==> src/rtl/pwm_capture_pkg.sv <==
// Shared helpers for pwm_capture: bus sizing, saturating increment, synchroniser floor.
// Counters wider than CNT_W_MAX bits are not supported by sat_inc.
package pwm_capture_pkg;

  localparam int SYNC_STAGES_MIN = 2;
  localparam int CNT_W_MAX       = 64;

  function automatic int res_w(input int num_ch, input int cnt_w);
    return num_ch * cnt_w;
  endfunction

  // Increment v, holding at the all-ones value of a w-bit counter.
  function automatic logic [CNT_W_MAX-1:0] sat_inc(input logic [CNT_W_MAX-1:0] v,
                                                   input int w);
    logic [CNT_W_MAX-1:0] max_v;
    max_v = (w >= CNT_W_MAX) ? '1 : ((64'd1 << w) - 64'd1);
    return (v >= max_v) ? max_v : v + 64'd1;
  endfunction

endpackage

==> src/rtl/pwm_capture_ch.sv <==
// One PWM capture channel: synchroniser, edge detect, high/period/idle counters, timeout.
// Results appear SYNC_STAGES+1 clocks after the pin edge is first sampled.
module pwm_capture_ch
  import pwm_capture_pkg::*;
#(
  parameter int CNT_W       = 32,
  parameter int SYNC_STAGES = 2,
  parameter int TIMEOUT_CYC = 10_000_000
) (
  input  logic             clk_i,
  input  logic             reset_n_i,
  input  logic             pwm_i,
  output logic [CNT_W-1:0] high_len_o,
  output logic             high_valid_o,
  output logic [CNT_W-1:0] period_len_o,
  output logic             period_valid_o,
  output logic             timeout_o
);

  localparam int               PRIME_W    = SYNC_STAGES + 2;
  localparam logic [CNT_W-1:0] TIMEOUT_V  = CNT_W'(TIMEOUT_CYC);
  localparam logic [CNT_W-1:0] TIMEOUT_M1 = CNT_W'(TIMEOUT_CYC - 1);
  localparam logic [CNT_W-1:0] ONE        = CNT_W'(1);

  function automatic logic [CNT_W-1:0] inc(input logic [CNT_W-1:0] v);
    return CNT_W'(sat_inc(CNT_W_MAX'(v), CNT_W));
  endfunction

  logic [SYNC_STAGES-1:0] sync_q;
  logic [PRIME_W-1:0]     prime_q;
  logic                   s_q, s_d_q;
  logic [CNT_W-1:0]       hi_q, hi_d, idle_q, idle_d, high_len_q, high_len_d;
  logic                   armed_q, armed_d, timeout_q, timeout_d;
  logic                   high_valid_q, high_valid_d;
  logic                   rise, fall, timeout_hit;

  // Edges are qualified only once s_q and s_d_q both hold post-reset pin samples,
  // so a pin already high at reset release is not mistaken for a rise.
  assign rise        = prime_q[PRIME_W-1] & s_q & ~s_d_q;
  assign fall        = prime_q[PRIME_W-1] & ~s_q & s_d_q;
  assign timeout_hit = ~rise & ~fall & (idle_q == TIMEOUT_M1);

  always_comb begin
    hi_d         = hi_q;
    idle_d       = idle_q;
    armed_d      = armed_q;
    timeout_d    = timeout_q;
    high_len_d   = high_len_q;
    high_valid_d = 1'b0;
    if (rise) begin
      hi_d      = ONE;
      idle_d    = '0;
      armed_d   = 1'b1;
      timeout_d = 1'b0;
    end else if (fall) begin
      if (armed_q) begin
        high_len_d   = hi_q;
        high_valid_d = 1'b1;
      end
      hi_d   = '0;
      idle_d = '0;
    end else begin
      if (s_q) hi_d = inc(hi_q);
      if (idle_q != TIMEOUT_V) idle_d = inc(idle_q);
      if (timeout_hit) begin
        timeout_d = 1'b1;
        armed_d   = 1'b0;
        hi_d      = '0;
      end
    end
  end

  always_ff @(posedge clk_i) begin
    if (!reset_n_i) begin
      sync_q       <= '0;
      prime_q      <= '0;
      s_q          <= 1'b0;
      s_d_q        <= 1'b0;
      hi_q         <= '0;
      idle_q       <= '0;
      armed_q      <= 1'b0;
      timeout_q    <= 1'b0;
      high_len_q   <= '0;
      high_valid_q <= 1'b0;
    end else begin
      sync_q       <= {sync_q[SYNC_STAGES-2:0], pwm_i};
      prime_q      <= {prime_q[PRIME_W-2:0], 1'b1};
      s_q          <= sync_q[SYNC_STAGES-1];
      s_d_q        <= s_q;
      hi_q         <= hi_d;
      idle_q       <= idle_d;
      armed_q      <= armed_d;
      timeout_q    <= timeout_d;
      high_len_q   <= high_len_d;
      high_valid_q <= high_valid_d;
    end
  end

  assign high_len_o   = high_len_q;
  assign high_valid_o = high_valid_q;
  assign timeout_o    = timeout_q;

`ifdef PWM_CAPTURE_PERIOD_EN
  logic [CNT_W-1:0] per_q, per_d, period_len_q, period_len_d;
  logic             period_valid_q, period_valid_d;

  always_comb begin
    per_d          = per_q;
    period_len_d   = period_len_q;
    period_valid_d = 1'b0;
    if (rise) begin
      if (armed_q) begin
        period_len_d   = per_q;
        period_valid_d = 1'b1;
      end
      per_d = ONE;
    end else if (timeout_hit) begin
      per_d = '0;
    end else begin
      per_d = inc(per_q);
    end
  end

  always_ff @(posedge clk_i) begin
    if (!reset_n_i) begin
      per_q          <= '0;
      period_len_q   <= '0;
      period_valid_q <= 1'b0;
    end else begin
      per_q          <= per_d;
      period_len_q   <= period_len_d;
      period_valid_q <= period_valid_d;
    end
  end

  assign period_len_o   = period_len_q;
  assign period_valid_o = period_valid_q;
`else
  assign period_len_o   = '0;
  assign period_valid_o = 1'b0;
`endif

endmodule

==> src/rtl/pwm_capture.sv <==
// Multi-channel PWM high-time / period capture with stall timeout; NUM_CH independent channels.
// Period measurement exists only when PWM_CAPTURE_PERIOD_EN is defined, else period outputs read 0.
module pwm_capture
  import pwm_capture_pkg::*;
#(
  parameter int NUM_CH      = 3,
  parameter int CNT_W       = 32,
  parameter int SYNC_STAGES = 2,
  parameter int TIMEOUT_CYC = 10_000_000
) (
  input  logic                              clk,
  input  logic                              reset_n,
  input  logic [NUM_CH-1:0]                 pwm,
  output logic [res_w(NUM_CH, CNT_W)-1:0]   high_len,
  output logic [NUM_CH-1:0]                 high_valid,
  output logic [res_w(NUM_CH, CNT_W)-1:0]   period_len,
  output logic [NUM_CH-1:0]                 period_valid,
  output logic [NUM_CH-1:0]                 timeout
);

  // Fewer than two synchroniser flops is never safe on an asynchronous pin.
  localparam int SYNC_EFF = (SYNC_STAGES < SYNC_STAGES_MIN) ? SYNC_STAGES_MIN : SYNC_STAGES;

  for (genvar i = 0; i < NUM_CH; i++) begin : g_ch
    pwm_capture_ch #(
      .CNT_W       (CNT_W),
      .SYNC_STAGES (SYNC_EFF),
      .TIMEOUT_CYC (TIMEOUT_CYC)
    ) u_ch (
      .clk_i          (clk),
      .reset_n_i      (reset_n),
      .pwm_i          (pwm[i]),
      .high_len_o     (high_len[i*CNT_W +: CNT_W]),
      .high_valid_o   (high_valid[i]),
      .period_len_o   (period_len[i*CNT_W +: CNT_W]),
      .period_valid_o (period_valid[i]),
      .timeout_o      (timeout[i])
    );
  end

endmodule

==> config.mk <==
export PLATFORM = sky130hd
export DESIGN_NAME = pwm_capture
export DESIGN_NICKNAME = d
export VERILOG_FILES = /design/src/rtl/pwm_capture_pkg.sv /design/src/rtl/pwm_capture_ch.sv /design/src/rtl/pwm_capture.sv
export SDC_FILE = /design/constraint.sdc
export NUM_CORES = 1
export LEC_CHECK = 0
export ABC_AREA = 1
export BUFFER_PORTS_ARGS = -buffer_cell sky130_fd_sc_hd__buf_4
export CAP_MARGIN = 20
export CORE_UTILIZATION = 55
export DETAILED_ROUTE_END_ITERATION = 7
export PLACE_DENSITY = 0.76
export RECOVER_POWER = 50
export SLEW_MARGIN = 25
export SYNTH_ARGS = -nofsm -noshare
export SYNTH_HDL_FRONTEND = slang
export SYNTH_HIERARCHICAL = 1
export SYNTH_SLANG_ARGS = --single-unit
==> constraint.sdc <==
create_clock -name clk -period 2.48 [get_ports clk]
set_input_delay 0.124 -clock clk [delete_from_list [all_inputs] [get_ports clk]]
set_output_delay 0.124 -clock clk [all_outputs]
set_load 0.1 [all_outputs]
After elaboration in Yosys (flattened, before gate mapping)
Index checks and enable logic that the tools add are counted.
{"block": "totals", "reg_bits": 321, "out_inout_bits": 201}
{"block": "classes", "addsub": 6, "order_cmp": 6, "eq_ne": 9, "n_mux": 33, "bitwise": 31, "n_reduce_logical": 27}
{"cell": "$add 32x1->32 const B", "n": 6}
{"cell": "$ge 32x32->1 const B", "n": 6}
{"cell": "$mux 32", "n": 6}
{"cell": "$eq 32x24->1 const B", "n": 3}
{"cell": "$ne 32x24->1 const B", "n": 3}
{"cell": "$mux 1", "n": 27}
{"cell": "$and 1x1->1", "n": 18}
{"cell": "$reduce_or 3->1", "n": 6}
{"cell": "$not 1->1", "n": 13}
{"cell": "$reduce_and 2->1", "n": 6}
{"cell": "$reduce_bool 4->1", "n": 3}
{"cell": "$reduce_or 4->1", "n": 3}
{"cell": "$reduce_and 3->1", "n": 3}
{"cell": "$ne 2x1->1 const B", "n": 3}
{"cell": "$reduce_bool 2->1", "n": 3}
{"cell": "$reduce_or 2->1", "n": 3}

Depth between registers and ports, before layout
{"block": "logic_depth", "ltp_word": 9, "depth_mapped": 12, "depth_no_buf": 12}

Cells and area by module
The synthesis kept the hierarchy.
{"module": "pwm_capture_ch", "n_inst": 3, "cells_per_inst": 881, "area_per_inst_um2": 5741.8, "seq_area_each_um2": 2142.1}

Least setup slack after synthesis
No wires, ideal clock.
{"block": "synth_path", "path_type": "reg-to-reg", "start": "register g_ch[0].u_ch.idle_q[0]", "end": "register g_ch[0].u_ch.hi_q[18]", "arrival_ns": 1.513, "required_ns": 2.372, "setup_slack_ns": 0.859, "stages_incl_launch_ff": 13, "path_cell_list": "dfxtp_1 ha_1 nand2_1 nor2_1 nand2_1 nor2_2 nand2_1 nor2_2 nor2_2 buf_6 buf_6 nand2_1 inv_2"}
{"block": "synth_via", "elab_chain_cells": 3}
{"element": "from (decl)", "line_no": "pwm_capture_ch.sv:32", "text": "logic [CNT_W-1:0] hi_q, hi_d, idle_q, idle_d, high_len_q, high_len_d;"}
{"element": "from (signal assigned)", "line_no": "pwm_capture_ch.sv:91", "text": "idle_q <= idle_d;"}
{"element": "$eq 32x24->1", "line_no": "pwm_capture_ch.sv:41", "text": "assign timeout_hit = ~rise & ~fall & (idle_q == TIMEOUT_M1);"}
{"element": "$and 1x1->1", "line_no": "pwm_capture_ch.sv:41"}
{"element": "$reduce_or 4->1 (no source line)"}
{"element": "to (signal assigned)", "line_no": "pwm_capture_ch.sv:90", "text": "hi_q <= hi_d;"}
{"element": "to (decl)", "line_no": "pwm_capture_ch.sv:32"}
Every way passes these cells.
A chain may end at the register's enable or synchronous reset.

Worst setup path in the final report
{"block": "layout_path", "start": "register g_ch[1].u_ch.idle_q[0]", "end": "register g_ch[1].u_ch.idle_q[2]"}
{"block": "layout_via", "elab_chain_cells": 2, "word_cells_on_any_way": 4}
{"element": "from (decl)", "line_no": "pwm_capture_ch.sv:32"}
{"element": "from (signal assigned)", "line_no": "pwm_capture_ch.sv:91"}
{"element": "$add 32x1->32 / $ge 32x32->1 (equally long branches)", "line_no": "pwm_capture_pkg.sv:17", "text": "return (v >= max_v) ? max_v : v + 64'd1;"}
{"element": "$mux 32", "line_no": "pwm_capture_pkg.sv:17"}
Several ways; a longest one is shown, not always the timed one.

==> summary.txt <==
Die
  – Area of the die: 32000 µm²
  – Die outline height: 179 µm
  – Site Rows: 64
  – Starting density of the core: 56.2%
  – DIE WIDTH: 179 µm
  – Core area: 30700 µm²
  – Number of top-level pins: 206

Logic synthesis
  – Number of library cell types mapped by synthesis: 32
  – Cell area after synthesis: 17200 µm²
  – Yosys reg bits: 321
  – Most frequent cell after synthesis: nand2_1
  – Count of warnings emitted by yosys: 6
  – Dominant cell type by area after synthesis: dfxtp_1
  – Fraction of registers with async set or reset after synthesis: 0%
  – Seq/Total Area, Yosys: 37.3%
  – Commonest cells post-synth: 654 x nand2_1, 321 x dfxtp_1, 303 x nor2_1, 294 x inv_1, 285 x nand3_1
  – Dominant synthesized flop cell: dfxtp_1
  – Mean cell area of the mapped netlist: 6.52 µm²
  – Fraction of synthesized cell area taken by the top area cell type: 37.3%
  – Number of enable-type register cells in the synthesized netlist: 0
  – Dominant cells by area after synthesis: dfxtp_1 37%, nand2_1 14%, nand3_1 8.3%
  – Post-synthesis cell count: 2643

Placed design
  – Placement Cell Area: 17900 µm²
  – Detailed-placement wirelength estimate: 30800 µm
  – Worst Setup Slack post-DPL: 0.169 ns
  – # placed instances: 3088
  – RD Place Congestion: 0.957
  – Count of buffers inserted at the top-level ports: 106

STA
  – Max frequency: 0.447 GHz
  – Total setup violations reported at the end of the flow: 0
  – Unrepaired setup endpoints after global routing: no
  – Worst hold margin: 0.400 ns
  – Post-layout worst setup margin: 0.245 ns
  – Final min period: 2.23 ns
  – Tcrit/Tclk final: 90.1%
  – Setup TNS Final: 0 ns
  – Endpoints failing hold: 0
  – Max-slew violation count: 0
  – Worst-case headroom to the max-slew limit: 17.0%
  – Clock skew after layout: 0.0112 ns
  – Slew @ Worst Pin: 1.25 ns

Clock tree
  – Clock transition at path regs: 0.06 ns
  – H-Tree Depth: 2
  – Count of clock tree sinks: 321
  – Number of buffers inserted during clock tree synthesis: 35
  – Clk Latency, worst-skew pair: 0.51 ns
  – Clock tree from TritonCTS: done
  – Max clock buf depth: 3
  – Clock Root Buffer: clkbuf_16

Route
  – Violation count after the first detailed-route iteration: 1247
  – Vias after detailed routing: 16451
  – Average via count per standard cell: 5.21
  – Remaining antenna violation count after routing: 0
  – DR DRC count: 0
  – Number of iterations in the first detailed-routing pass: 7
  – Routed wire length per instance: 13.3 µm
  – Final wirelength: 41900 µm

Global routing
  – Maximum number of pins on one net before global-route repair: 34
  – Global-route wire length before repair: 69600 µm
  – Initial antenna violation count: 0
  – Vias in the first global route: 14899
  – Grt ovf: 0
  – GR Util All Layers: 26.0%

Setup path
  – Register-to-register path setup slack: 0.25 ns
  – Worst stage delay on the critical path: 0.41 ns
  – Startpoint of the worst setup timing path: g_ch[1].u_ch/idle_q[0]
  – Critical Path Most Common Cell: nand2_1
  – Crit start category: register
  – Highest-delay cell along the critical path: dfxtp_1
  – RR Startpoint: g_ch[1].u_ch/idle_q[0]
  – Worst path arrival time: 2.69 ns
  – Sort of element at the end of the critical path: register
  – Critical path fanouts, max: 12
  – CP Data Required Time: 2.94 ns
  – Setup Crit Path Kind: reg2reg
  – Worst-path cell chain: ha_1 -> nand2_1 -> nor2_1 -> nand2_2 -> inv_2 -> nand2_2 -> inv_1 -> nand2_1 -> buf_4 -> nand2_1 -> nand2_1 -> nor2_1

Final layout
  – Fin nets: 2750
  – Number of standard cells in the final layout excluding fillers: 3156
  – Synth-to-layout area growth: 9.68%
  – Finished Core Util: 61.6%
  – Share of post-route cells with drive strength above 1: 6.59%
  – Final cell area excluding filler cells: 18900 µm²
  – Antenna diode instance count: 0

Power
  – Post-layout total power: 11.8 mW
  – Logic gate share of total power: 7.4%
  – Proportion of power drawn by flip-flops and latches: 44.4%
  – LEAKAGE: 7.97 nW
  – VDD IR max: 552 µV
  – Switching fraction of total power: 24.4%
  – Cell-internal power: 8.89 mW
  – Reported net switching power: 2.87 mW
  – Power Density: 623 nW/µm²
  – Clock group share of total power: 48.3%

Outcome
  – Status: finished, final reports clean

Hold path
  – Launch instance of the worst min-delay path: g_ch[1].u_ch/sync_q[1]
  – Path category of the worst min-delay check: reg2reg

Flow run
  – Max Cap Viol: 0
==> metal layers <==
metal / part of all wire (%) / vias to the layer above / GRT usage [%]
met1: 45 / 7499 / 33.8
li1: - / 8390 / -
met5: 0 / - / 0
met2: 48 / 476 / 44.7
met4: 2.0 / 0 / 7.03
met3: 5.4 / 86 / 3.75
==> critical path: cells and delay by family, from the launching register on <==
family	cells	cell delay, ns
fa+ha+maj	1	0.28
flops	1	0.41
buf+inv	3	0.47
simple gates	8	1.01
==> power by group through the flow <==
| stage | registers, mW | clock network [mW] | logic, mW |
|---|---|---|---|
| 2_1_floorplan | 5.32 | 0 | 0.931 |
| 3_3_place_gp | 5.33 | 0 | 0.848 |
| 3_5_place_dp | 5.33 | 0 | 0.854 |
| 4_1_cts | 5.22 | 5.81 | 0.863 |
| 5_1_grt | 5.22 | 6.01 | 0.911 |
| 6_report | 5.22 | 5.68 | 0.866 |
==> cell type report <==
type,count,area [µm²]
inverter,354,1330
clock inverter,7,185
fill,2981,11800
sequential,321,6430
multi-input combinational,1890,8740
timing repair buffer,134,631
tap,396,495
clock buffer,54,1090
==> layout by cell type, fill, tap and decap left out, drive strengths merged <==
cell type,instances
conb,99
dfxtp,321
buf,22
and3,3
nor3,63
nand3,291
inv,354
ha,9
nor2,336
nand4,60
clkbuf,159
dlygate4sd3,7
xnor2,30
o2111ai,3
xor2,30
nor3b,3
a31oi,3
o21ai,87
a21oi,171
nor4,3
nand3b,30
bufinv,6
clkinv,1
nand2,666
nor2b,3
==> sequential cells by signal, summed over array words and instances (netlist names), 6 cells and up <==
| register | cells |
|---|---|
| g_ch.u_ch/hi_q | 96 |
| g_ch.u_ch/high_len_o | 96 |
| g_ch.u_ch/idle_q | 96 |
| g_ch.u_ch/prime_q | 12 |
| g_ch.u_ch/sync_q | 6 |
==> kinds of logic after synthesis <==
| group | Yosys count | synth area share (%) |
|---|---|---|
| simple gates | 1458 | 37.2 |
| fa+ha+maj | 9 | 0.654 |
| flops | 321 | 37.3 |
| other cells | 3 | 0.0654 |
| xor+xnor | 60 | 3.05 |
| buf+inv | 528 | 14.0 |
| compound gates | 264 | 7.76 |
==> worst paths after layout <==
path	to	cells past startpoint
setup / recovery	g_ch[1].u_ch/idle_q[2]	12
hold / removal	g_ch[1].u_ch/s_q	2
setup reg to reg	g_ch[1].u_ch/idle_q[2]	12
hold reg to reg	g_ch[1].u_ch/s_q	2
==> timing repair <==
action / 4_1_cts / 5_1_grt
resized for setup: 0 / 3
hold buffers: 7 / 0
endpoints found under the setup margin: 0 / 24
setup buffers: 0 / 0
hold endpoints to repair: 11 / 0
No activity file was read; power rests on OpenSTA's default activity.
